### src/rtl/decoder_onehot_seq_if.sv
// Bus bundle for decoder_onehot_seq: request inputs plus decoded outputs.
// y_n exists only when DECODER_ONEHOT_SEQ_ACTIVE_LOW_EN is defined.
interface decoder_onehot_seq_if #(
  parameter int SEL_W = 2
);
  localparam int OUT_W = 2 ** SEL_W;

  logic             en;
  logic             load;
  logic             start;
  logic             stop;
  logic [SEL_W-1:0] sel;
  logic [OUT_W-1:0] y;
  logic [SEL_W-1:0] idx;
  logic             busy;
  logic             wrap;
`ifdef DECODER_ONEHOT_SEQ_ACTIVE_LOW_EN
  logic [OUT_W-1:0] y_n;

  modport master (output en, load, start, stop, sel,
                  input  y, idx, busy, wrap, y_n);
  modport slave  (input  en, load, start, stop, sel,
                  output y, idx, busy, wrap, y_n);
`else
  modport master (output en, load, start, stop, sel,
                  input  y, idx, busy, wrap);
  modport slave  (input  en, load, start, stop, sel,
                  output y, idx, busy, wrap);
`endif
endinterface

### src/rtl/decoder_onehot_seq.sv
// Registered N-to-2^N one-hot decoder with HOLD and dwell-timed SCAN modes.
// Optional macro DECODER_ONEHOT_SEQ_ACTIVE_LOW_EN adds registered y_n = ~y.
module decoder_onehot_seq #(
  parameter int SEL_W = 2,
  parameter int DWELL = 4
) (
  input  logic                 clk,
  input  logic                 rst_n,
  decoder_onehot_seq_if.slave  bus
);
  localparam int OUT_W   = 2 ** SEL_W;
  localparam int DW      = (DWELL > 1) ? $clog2(DWELL) : 1;
  localparam logic [DW-1:0]    DWELL_LAST = DW'(DWELL - 1);
  localparam logic [SEL_W-1:0] IDX_LAST   = SEL_W'(OUT_W - 1);

  typedef enum logic [1:0] {
    IDLE = 2'd0,
    HOLD = 2'd1,
    SCAN = 2'd2
  } state_t;

  state_t           state_reg, state_next;
  logic [SEL_W-1:0] idx_reg, idx_next;
  logic [OUT_W-1:0] y_reg, y_next;
  logic [DW-1:0]    dwell_reg, dwell_next;
  logic             wrap_reg, wrap_next;

  always_ff @(posedge clk) begin
    if (!rst_n) begin
      state_reg <= IDLE;
      idx_reg   <= '0;
      y_reg     <= '0;
      dwell_reg <= '0;
      wrap_reg  <= 1'b0;
    end else begin
      state_reg <= state_next;
      idx_reg   <= idx_next;
      y_reg     <= y_next;
      dwell_reg <= dwell_next;
      wrap_reg  <= wrap_next;
    end
  end

  // Holding everything while en is low also drops requests seen during freeze.
  always_comb begin
    state_next = state_reg;
    idx_next   = idx_reg;
    y_next     = y_reg;
    dwell_next = dwell_reg;
    wrap_next  = 1'b0;
    if (bus.en) begin
      if (bus.stop) begin
        state_next = IDLE;
        y_next     = '0;
      end else if (bus.start) begin
        state_next = SCAN;
        idx_next   = bus.sel;
        y_next     = OUT_W'(1) << bus.sel;
        dwell_next = '0;
      end else if (bus.load) begin
        state_next = HOLD;
        idx_next   = bus.sel;
        y_next     = OUT_W'(1) << bus.sel;
      end else if (state_reg == SCAN) begin
        if (dwell_reg == DWELL_LAST) begin
          dwell_next = '0;
          idx_next   = idx_reg + 1'b1;
          y_next     = {y_reg[OUT_W-2:0], y_reg[OUT_W-1]};
          wrap_next  = (idx_reg == IDX_LAST);
        end else begin
          dwell_next = dwell_reg + 1'b1;
        end
      end
    end
  end

`ifdef DECODER_ONEHOT_SEQ_ACTIVE_LOW_EN
  logic [OUT_W-1:0] y_n_reg;

  // Kept as its own flop so y_n has the same register timing as y.
  always_ff @(posedge clk) begin
    if (!rst_n) y_n_reg <= '1;
    else        y_n_reg <= ~y_next;
  end

  assign bus.y_n = y_n_reg;
`endif

  assign bus.y    = y_reg;
  assign bus.idx  = idx_reg;
  assign bus.busy = (state_reg != IDLE);
  assign bus.wrap = wrap_reg;
endmodule

### src/flat_wrapper.sv
// flat-port wrapper written by rule: the top's interface ports become plain ports
module decoder_onehot_seq_flat 
#(
  parameter int SEL_W = 2,
  parameter int DWELL = 4
)
  (clk, rst_n, bus_en, bus_load, bus_start, bus_stop, bus_sel, bus_y, bus_idx, bus_busy, bus_wrap);
  decoder_onehot_seq_if #(.SEL_W(SEL_W)) bus_i ();
  input  logic clk;
  input  logic rst_n;
  input wire logic [$bits(bus_i.en)-1:0] bus_en;
  input wire logic [$bits(bus_i.load)-1:0] bus_load;
  input wire logic [$bits(bus_i.start)-1:0] bus_start;
  input wire logic [$bits(bus_i.stop)-1:0] bus_stop;
  input wire logic [$bits(bus_i.sel)-1:0] bus_sel;
  output wire logic [$bits(bus_i.y)-1:0] bus_y;
  output wire logic [$bits(bus_i.idx)-1:0] bus_idx;
  output wire logic [$bits(bus_i.busy)-1:0] bus_busy;
  output wire logic [$bits(bus_i.wrap)-1:0] bus_wrap;
  assign bus_i.en = bus_en;
  assign bus_i.load = bus_load;
  assign bus_i.start = bus_start;
  assign bus_i.stop = bus_stop;
  assign bus_i.sel = bus_sel;
  assign bus_y = bus_i.y;
  assign bus_idx = bus_i.idx;
  assign bus_busy = bus_i.busy;
  assign bus_wrap = bus_i.wrap;
  decoder_onehot_seq #(.SEL_W(SEL_W), .DWELL(DWELL)) u_core (.clk(clk), .rst_n(rst_n), .bus(bus_i));
endmodule
### config.mk
export PLATFORM = sky130hd
export DESIGN_NAME = decoder_onehot_seq_flat
export DESIGN_NICKNAME = d
export VERILOG_FILES = /design/src/rtl/decoder_onehot_seq_if.sv /design/src/rtl/decoder_onehot_seq.sv /design/src/flat_wrapper.sv
export SDC_FILE = /design/constraint.sdc
export NUM_CORES = 1
export LEC_CHECK = 0
export CORE_MARGIN = 2
export CORE_UTILIZATION = 42
export CTS_CLUSTER_DIAMETER = 150
export DETAILED_ROUTE_END_ITERATION = 8
export MAX_ROUTING_LAYER = met4
export PLACE_DENSITY = 0.8
export SYNTH_ARGS = -nofsm -noshare
export SYNTH_HDL_FRONTEND = slang
export SYNTH_SLANG_ARGS = --single-unit
export TNS_END_PERCENT = 5
### constraint.sdc
create_clock -name clk -period 1.2 [get_ports clk]
set_input_delay 0.12 -clock clk [delete_from_list [all_inputs] [get_ports clk]]
set_output_delay 0.12 -clock clk [all_outputs]
set_load 0.05 [all_outputs]
## Word level (Yosys, flattened, before mapping)

Index checks and enable logic that the tools add are counted.

- $add $sub $neg: 2
- Equality and inequality tests: 4
- Shift-type cells: 1
- Mux-type cells: 16
- Bitwise gates (word level): 5
- Reduce and logical (&&, ||, !) cells: 12

Operators with widths:

| operator | count |
|---|---|
| $mux W2 | 11 |
| $mux W4 | 5 |
| $reduce_bool A3 Y1 | 3 |
| $reduce_and A4 Y1 | 2 |
| $reduce_bool A4 Y1 | 2 |
| $reduce_or A7 Y1 | 1 |
| $eq A2 B2 Y1 const B | 3 |
| $not A1 Y1 | 5 |
| $add A2 B1 Y2 const B | 2 |
| $reduce_bool A2 Y1 | 2 |
| $shl A1 B2 Y4 const A | 1 |
| $reduce_and A3 Y1 | 1 |
| $ne A2 B1 Y1 const B | 1 |
| $reduce_and A2 Y1 | 1 |

- Register bits: 11
- Input port bits: 8
- Output and inout port bits: 8
- Logic and storage cells: 45

## Logic depth before layout (Yosys ltp)

Gate-level depths: netlist of the first run.

- Depth in word-level cells: 6
- Gate-level depth with buffers: 5
- Depth with buffers taken out: 4

## Worst setup path before layout of the first run

No wires, ideal clock.

- Path kind: flip-flop to flip-flop
- Start point: register u_core.idx_reg[0], in the netlist u_core.bus.idx[0]
- End point: register u_core.idx_reg[1], in the netlist u_core.bus.idx[1]
- Arrival time: 1533 ps
- Setup slack: -393 ps
- Cell stages (with the launch flop): 5
- Clock period less this slack: 1593 ps
- Cells stage by stage: dfxtp_1 ha_1 or3b_2 o2111ai_1 o211a_1

- Word-level cells in the longest chain between the ends: 5

Ends and longest elaborated chain:

| element | RTL line | text |
|---|---|---|
| start, declared | decoder_onehot_seq.sv:23 | `logic [SEL_W-1:0] idx_reg, idx_next;` |
| start signal, assigned | decoder_onehot_seq.sv:37 | `idx_reg <= idx_next;` |
| $add A2 B1 Y2 | decoder_onehot_seq.sv:67 | `idx_next = idx_reg + 1'b1;` |
| $mux W2 | decoder_onehot_seq.sv:65 | `if (dwell_reg == DWELL_LAST) begin` |
| $mux W2 | decoder_onehot_seq.sv:64 | `end else if (state_reg == SCAN) begin` |
| $mux W2 | decoder_onehot_seq.sv:60 | `end else if (bus.load) begin` |
| $mux W2 | decoder_onehot_seq.sv:55 | `end else if (bus.start) begin` |

Every way passes these cells. The select of a mux whose other input is x is not followed.
A chain may end at the register's enable or synchronous reset.

## Final worst setup path of the first run

- Start point: register u_core.idx_reg[1], in the netlist u_core.bus.idx[1]
- End point: register u_core.idx_reg[1], in the netlist u_core.bus.idx[1]

The elaborated chain is that of the path after synthesis.

==> flow_metrics.py, run 1 <==
metrics = {
    "finish": {
        "largest_register_ff_count": 4,
        "final_nets": 117,
        "syn_to_final_growth_pct": 81.60,
        "layout-drive-gt1-share": 0.5000,
        "nFillCells": 86,
        "antenna_cells": 0,
    },
    "setup_path": {
        "worstSetupPathType": "register to register",
        "critPathMaxFanout": 2,
        "critPathSlowestCell": "dfxtp_4",
        "max_stage_delay_ns": 0.36,
        "reg2reg_slack_ns": -0.06,
        "rr_endpoint": "u_core.bus.idx[1]",
        "ff2ff_path_depth": 4,
        "startpoint": "u_core.bus.idx[1]",
        "worstPathCellList": "ha_4 -> or3b_4 -> o2111ai_2 -> o211a_1",
        "critPathCaptureType": "register",
        "r2r-start": "u_core.bus.idx[1]",
        "worstPathArrival_ns": 1.49,
        "critical_path.endpoint": "u_core.bus.idx[1]",
        "startpoint_type": "register",
        "cp.required_ns": 1.43,
    },
    "global_routing": {
        "grt_pass1_vias": 692,
        "grt_max_degree": 9,
        "grt_pass1_wl_um": 3015,
        "grt_use_total": 0.2273,
        "gr-total-overflow": 0,
        "antenna_found_initial": 0,
    },
    "timing": {
        "hold_violations": 0,
        "fmax_mhz": 795.0,
        "fin_crit_sh": 1.048,
        "max_slew_margin": 0.7203,
        "setup_tns_ns": -0.1369,
        "setup_violations": 4,
        "clock_skew_ns": 0.006408,
        "tightestPinTransition_ns": 0.4143,
        "setup_slack_ns": -0.05788,
        "rsz0062_at_grt": "yes",
        "slew_viol_final": 0,
        "min_period_ns": 1.258,
    },
    "synthesis": {
        "netlist_area_um2": 639.4,
        "synth_cells": 72,
        "synth_edf_count": 0,
        "synth-simple-area-share": 0.3151,
        "yosys_warnings": 0,
        "ys_types": 36,
        "yosys-top-cells-area": "dfxtp_1, o31ai_1, mux2i_1, ha_1, nand4_1",
        "ys_seq_area_frac": 0.3444,
        "synth_top_area_cell": "dfxtp_1",
        "muxShareOfSynthArea": 0.04697,
        "synth_top_cell_area_share": 0.3444,
        "synth-compound-area-share": 0.2192,
        "synth_fa_ha_area_frac": 0.03914,
        "async_flop_share": 0,
        "synth_xor_xnor_area_share": 0,
        "syn-num-nets": 82,
        "synth_top_family_by_area": "simple AND/OR/NAND/NOR gates",
        "syn_area_per_cell_um2": 8.880,
        "synth_common_cells": "dfxtp_1, nand2_1, o31ai_1, nand4_1",
        "ys_ff_latch": 11,
        "ys.flop_type": "dfxtp_1",
        "synth_most_common_cell": "dfxtp_1",
    },
    "placement": {
        "hpwl_um": 1342,
        "dp_slack_ns": -0.3162,
        "place.port_buffers": 15,
        "place_congestion": 0.8760,
    },
    "clock_tree": {
        "cts_buffers": 3,
        "clk_pin_slew_ns": 0.08,
        "post_cts_buffers": 0,
        "clockBufferDepth": 2,
        "clkLatencyLatePin_ns": 0.29,
        "htree_num_levels": 1,
        "clock-sinks": 11,
        "cts_root_buf": "clkbuf_4",
        "cts_tree": "yes",
        "ctsHoldBuffers": 0,
    },
    "pwr": {
        "ir_drop_mv": 0.7000,
        "powerDensity_nw_per_um2": 797.2,
        "p_total_w": 0.0009256,
        "p_leak_nw": 0.4963,
    },
    "min_path": {
        "hold_path_class": "input port to register",
    },
    "outcome": {
        "status": "complete, but fails checks",
        "violations": "negative setup slack",
    },
    "detailed_routing": {
        "first_pass_iters": 5,
        "drt_wl_total_um": 2034,
        "antenna_left": 0,
        "post_drt_wl_per_cell_um": 16.67,
        "drc": 0,
        "drt_iter0_drc": 27,
        "vias": 723,
        "via_per_inst": 5.926,
    },
    "die": {
        "core-area_um2": 1471,
        "die-area_um2": 1850,
        "initial_core_util": 0.4345,
        "rows": 14,
        "die_w_um": 43.02,
        "die_y_um": 43.02,
        "io-pin-count": 16,
    },
    "job": {
        "maxCapViolCount": 0,
    },
}
==> where the power goes <==
part	switching (W)	internal, W	total, W
clock network	0.000149	0.000129	0.000278
logic	0.000126	0.000135	0.000262
registers	0.0000122	0.000373	0.000386
==> worst min-delay path by stage <==
stage / startpoint / to / slack (ns) / depth (start not counted)
finish: bus_stop / u_core.dwell_reg[0] / 0.34 / 3
global route: bus_stop / u_core.dwell_reg[0] / 0.36 / 3
CTS: u_core.dwell_reg[1] / u_core.dwell_reg[1] / 0.53 / 2
detailed placement: u_core.dwell_reg[1] / u_core.dwell_reg[1] / 0.52 / 2
global placement: u_core.dwell_reg[1] / u_core.dwell_reg[1] / 0.48 / 2
floorplan: rst_n / u_core.bus.wrap / 0.24 / 2
==> kinds of logic after synthesis <==
kind of cell	Yosys count
simple gates	32
flops	11
buf+inv	5
compound gates	19
fa+ha+maj	2
mux	3
==> final cells by class <==
class | instances | area, um2 | area share
clock buffer | 4 | 26.28 | 0.02263
tap | 16 | 20.02 | 0.01724
timing repair buffer | 35 | 399.1 | 0.3438
sequential | 11 | 232.7 | 0.2004
multi-input combinational | 56 | 483.0 | 0.4159
==> critical path, delay by kind of cell (launching register included) <==
| family | cells | cell delay (ns) |
|---|---|---|
| AO/OA/AOI/OAI | 2 | 0.24 |
| AND/OR/NAND/NOR | 1 | 0.36 |
| flip-flops | 1 | 0.36 |
| adder cells (fa/ha/maj) | 1 | 0.24 |
==> layer usage <==
| layer | global-route usage | vias up | wire length (um) |
|---|---|---|---|
| met4 | 0.1273 | 0 | 39 |
| met1 | 0.2533 | 347 | 895 |
| met3 | 0.03830 | 5 | 79 |
| li1 | - | 346 | - |
| met2 | 0.3818 | 25 | 1020 |
| met5 | - | - | 0 |
==> layout by cell type (no fill, tap or decap), types with 2 or more instances in the layout <==
cell type        count
nand2_1              6
dfxtp_2              4
o21ai_0              2
dlymetal6s2s_1       3
nand2b_1             2
buf_4               18
nand4_1              4
a21oi_1              2
o31ai_2              4
nor2b_1              2
clkbuf_4             3
buf_12               8
clkdlybuf4s50_1      4
nand3b_1             2
or2_4                2
or4_1                2
mux2i_1              3
nor2_1               2
ha_4                 2
dfxtp_1              5
dfxtp_4              2
==> what timing repair did <==
item | in CTS | in global routing
endpoints found under the setup margin | 6 | 11
pin swaps | 2 | 0
gates resized for setup | 10 | 13
==> metrics by stage <==
stage	hold WS [ns]	instance area [um2]	cells	util
2_1_floorplan	0.2394	668.1	72	-
3_3_place_gp	0.4820	1046	118	0.7109
3_5_place_dp	0.5153	1046	118	0.7109
4_1_cts	0.5285	1104	122	0.7500
5_1_grt	0.3567	1161	122	0.7891
6_report	0.3412	1161	122	0.7891
Note: power is estimated with default switching activity, not from simulation.
==> inputs of run 2 (changes only) <==
--- a/config.mk
+++ b/config.mk
@@ -5,7 +5,7 @@
 export SDC_FILE = /design/constraint.sdc
 export NUM_CORES = 1
 export LEC_CHECK = 0
-export CORE_MARGIN = 2
+export CORE_MARGIN = 8
 export CORE_UTILIZATION = 42
 export CTS_CLUSTER_DIAMETER = 150
 export DETAILED_ROUTE_END_ITERATION = 8
==> flow_metrics.py, run 2 (synthesized netlist as in run 1, its figures left out) <==
metrics = {
    "outcome": {
        "status": "complete, but fails checks",
        "violations": "negative setup slack",
    },
    "detailed_routing": {
        "drt_wl_total_um": 1816,
        "first_pass_iters": 4,
        "antenna_left": 0,
        "post_drt_wl_per_cell_um": 15.13,
        "via_per_inst": 5.583,
        "drt_iter0_drc": 25,
        "drc": 0,
        "vias": 670,
    },
    "timing": {
        "slew_viol_final": 0,
        "hold_violations": 0,
        "clock_skew_ns": 0.002666,
        "max_slew_margin": 0.8025,
        "setup_slack_ns": -0.07799,
        "min_period_ns": 1.278,
        "rsz0062_at_grt": "yes",
        "tightestPinTransition_ns": 0.2925,
        "fmax_mhz": 782.5,
        "fin_crit_sh": 1.065,
        "setup_violations": 4,
        "setup_tns_ns": -0.1579,
    },
    "clock_tree": {
        "clk_pin_slew_ns": 0.08,
        "clkLatencyLatePin_ns": 0.27,
        "htree_num_levels": 1,
        "clock-sinks": 11,
        "ctsHoldBuffers": 0,
        "clockBufferDepth": 2,
        "cts_buffers": 3,
        "cts_tree": "yes",
        "cts_root_buf": "clkbuf_4",
    },
    "global_routing": {
        "grt_pass1_vias": 694,
        "antenna_found_initial": 0,
        "grt_use_total": 0.1426,
        "grt_pass1_wl_um": 3056,
        "grt_max_degree": 10,
        "gr-total-overflow": 0,
    },
    "pwr": {
        "p_int_w": 0.0006285,
        "swShare": 0.2897,
        "p_total_w": 0.0008848,
        "p_leak_nw": 0.4492,
        "combinationalPowerShare": 0.266,
        "p_seq_frac": 0.436,
        "powerDensity_nw_per_um2": 809.1,
        "clkPwrFrac": 0.298,
        "p_sw_w": 0.0002563,
        "ir_drop_mv": 0.5224,
    },
    "setup_path": {
        "critPathMaxFanout": 3,
        "critPathCaptureType": "register",
        "rr_endpoint": "u_core.bus.idx[1]",
        "startpoint": "u_core.state_reg[0]",
        "critical_path.endpoint": "u_core.bus.idx[1]",
        "worstPathArrival_ns": 1.45,
        "r2r-start": "u_core.state_reg[0]",
        "ff2ff_path_depth": 5,
        "cp.required_ns": 1.37,
        "startpoint_type": "register",
        "worstSetupPathType": "register to register",
        "reg2reg_slack_ns": -0.08,
    },
    "finish": {
        "final_nets": 115,
        "antenna_cells": 0,
        "mostFrequentLayoutCells": "buf_4, buf_12, nand2_1, dfxtp_1",
        "largest_register_ff_count": 4,
        "seq_area_um2": 231.5,
        "final_util": 0.7432,
        "stdcell_count": 120,
        "layout_commonest_cell": "buf_4",
        "layout-drive-gt1-share": 0.4135,
        "syn_to_final_growth_pct": 71.04,
        "nFillCells": 100,
        "multi_input_area_um2": 434.2,
    },
    "die": {
        "io-pin-count": 16,
        "die_w_um": 55.02,
        "rows": 14,
        "die-area_um2": 3027,
        "die_y_um": 55.02,
        "initial_core_util": 0.4345,
        "core-area_um2": 1471,
    },
    "placement": {
        "hpwl_um": 1385,
        "place.port_buffers": 15,
        "place_congestion": 0.8049,
        "dp.cells": 114,
    },
    "job": {
        "maxCapViolCount": 0,
    },
    "min_path": {
        "hold_path_class": "input port to register",
    },
}
## run 2: worst min-delay path by stage
stage,start,endpoint,slack [ns],cells past startpoint
after floorplan,rst_n,u_core.bus.wrap,0.24,2
after global placement,u_core.dwell_reg[1],u_core.dwell_reg[1],0.49,2
after detailed placement,u_core.dwell_reg[1],u_core.dwell_reg[1],0.50,2
after CTS,u_core.dwell_reg[1],u_core.dwell_reg[1],0.51,2
after global routing,bus_stop,u_core.dwell_reg[0],0.37,3
final,bus_stop,u_core.dwell_reg[0],0.34,3
## run 2: cell type report
cell class / count / area share
timing repair buffer: 33 / 0.3490
sequential: 11 / 0.2117
tap: 16 / 0.01831
clock buffer: 4 / 0.02403
multi-input combinational: 56 / 0.3970
## run 2: metal layers
layer  vias to the layer above  track usage  part of all wire
met5                         -            -                 0
li1                        343            -                 -
met2                        21       0.2434              0.49
met1                       304       0.1588              0.43
met3                         2      0.03476             0.072
met4                         0      0.04800            0.0077
## run 2: timing repair
item                                    CTS  global route
endpoints found under the hold margin     0             0
setup buffers                             2             0
pin swaps                                 2             0
endpoints found under the setup margin    6            10
resized for setup                         5             6
## run 2: metrics by stage
stage	hold slack [ns]	worst slack [ns]	instance area [um2]
2_1_floorplan	0.2394	-0.1146	668.1
3_3_place_gp	0.4936	-0.2606	1016
3_5_place_dp	0.4961	-0.2887	1016
4_1_cts	0.5068	-0.07700	1072
5_1_grt	0.3686	-0.1656	1094
6_report	0.3443	-0.07799	1094
## run 2: power by group through the flow
| stage | combinational [W] | sequential, W | clock, W |
|---|---|---|---|
| after floorplan | 0.0000862 | 0.000414 | 0 |
| after global placement | 0.000219 | 0.000392 | 0 |
| after detailed placement | 0.000224 | 0.000393 | 0 |
| after CTS | 0.000237 | 0.000385 | 0.000272 |
| after global routing | 0.000252 | 0.000387 | 0.000294 |
| final | 0.000235 | 0.000385 | 0.000264 |
## run 2: worst max-delay path, stage by stage, from the launching register on
cell     delay, ns
dfxtp_2       0.36
buf_4         0.11
buf_4         0.09
and3b_2       0.22
o21a_1        0.19
o211a_1       0.20
==> inputs of run 3 (changes only) <==
--- a/config.mk
+++ b/config.mk
@@ -5,7 +5,7 @@
 export SDC_FILE = /design/constraint.sdc
 export NUM_CORES = 1
 export LEC_CHECK = 0
-export CORE_MARGIN = 8
+export CORE_MARGIN = 2
 export CORE_UTILIZATION = 42
 export CTS_CLUSTER_DIAMETER = 150
 export DETAILED_ROUTE_END_ITERATION = 8
==> results of run 3 <==
No change in the layout: final DEF, timing and power equal those of run 1.
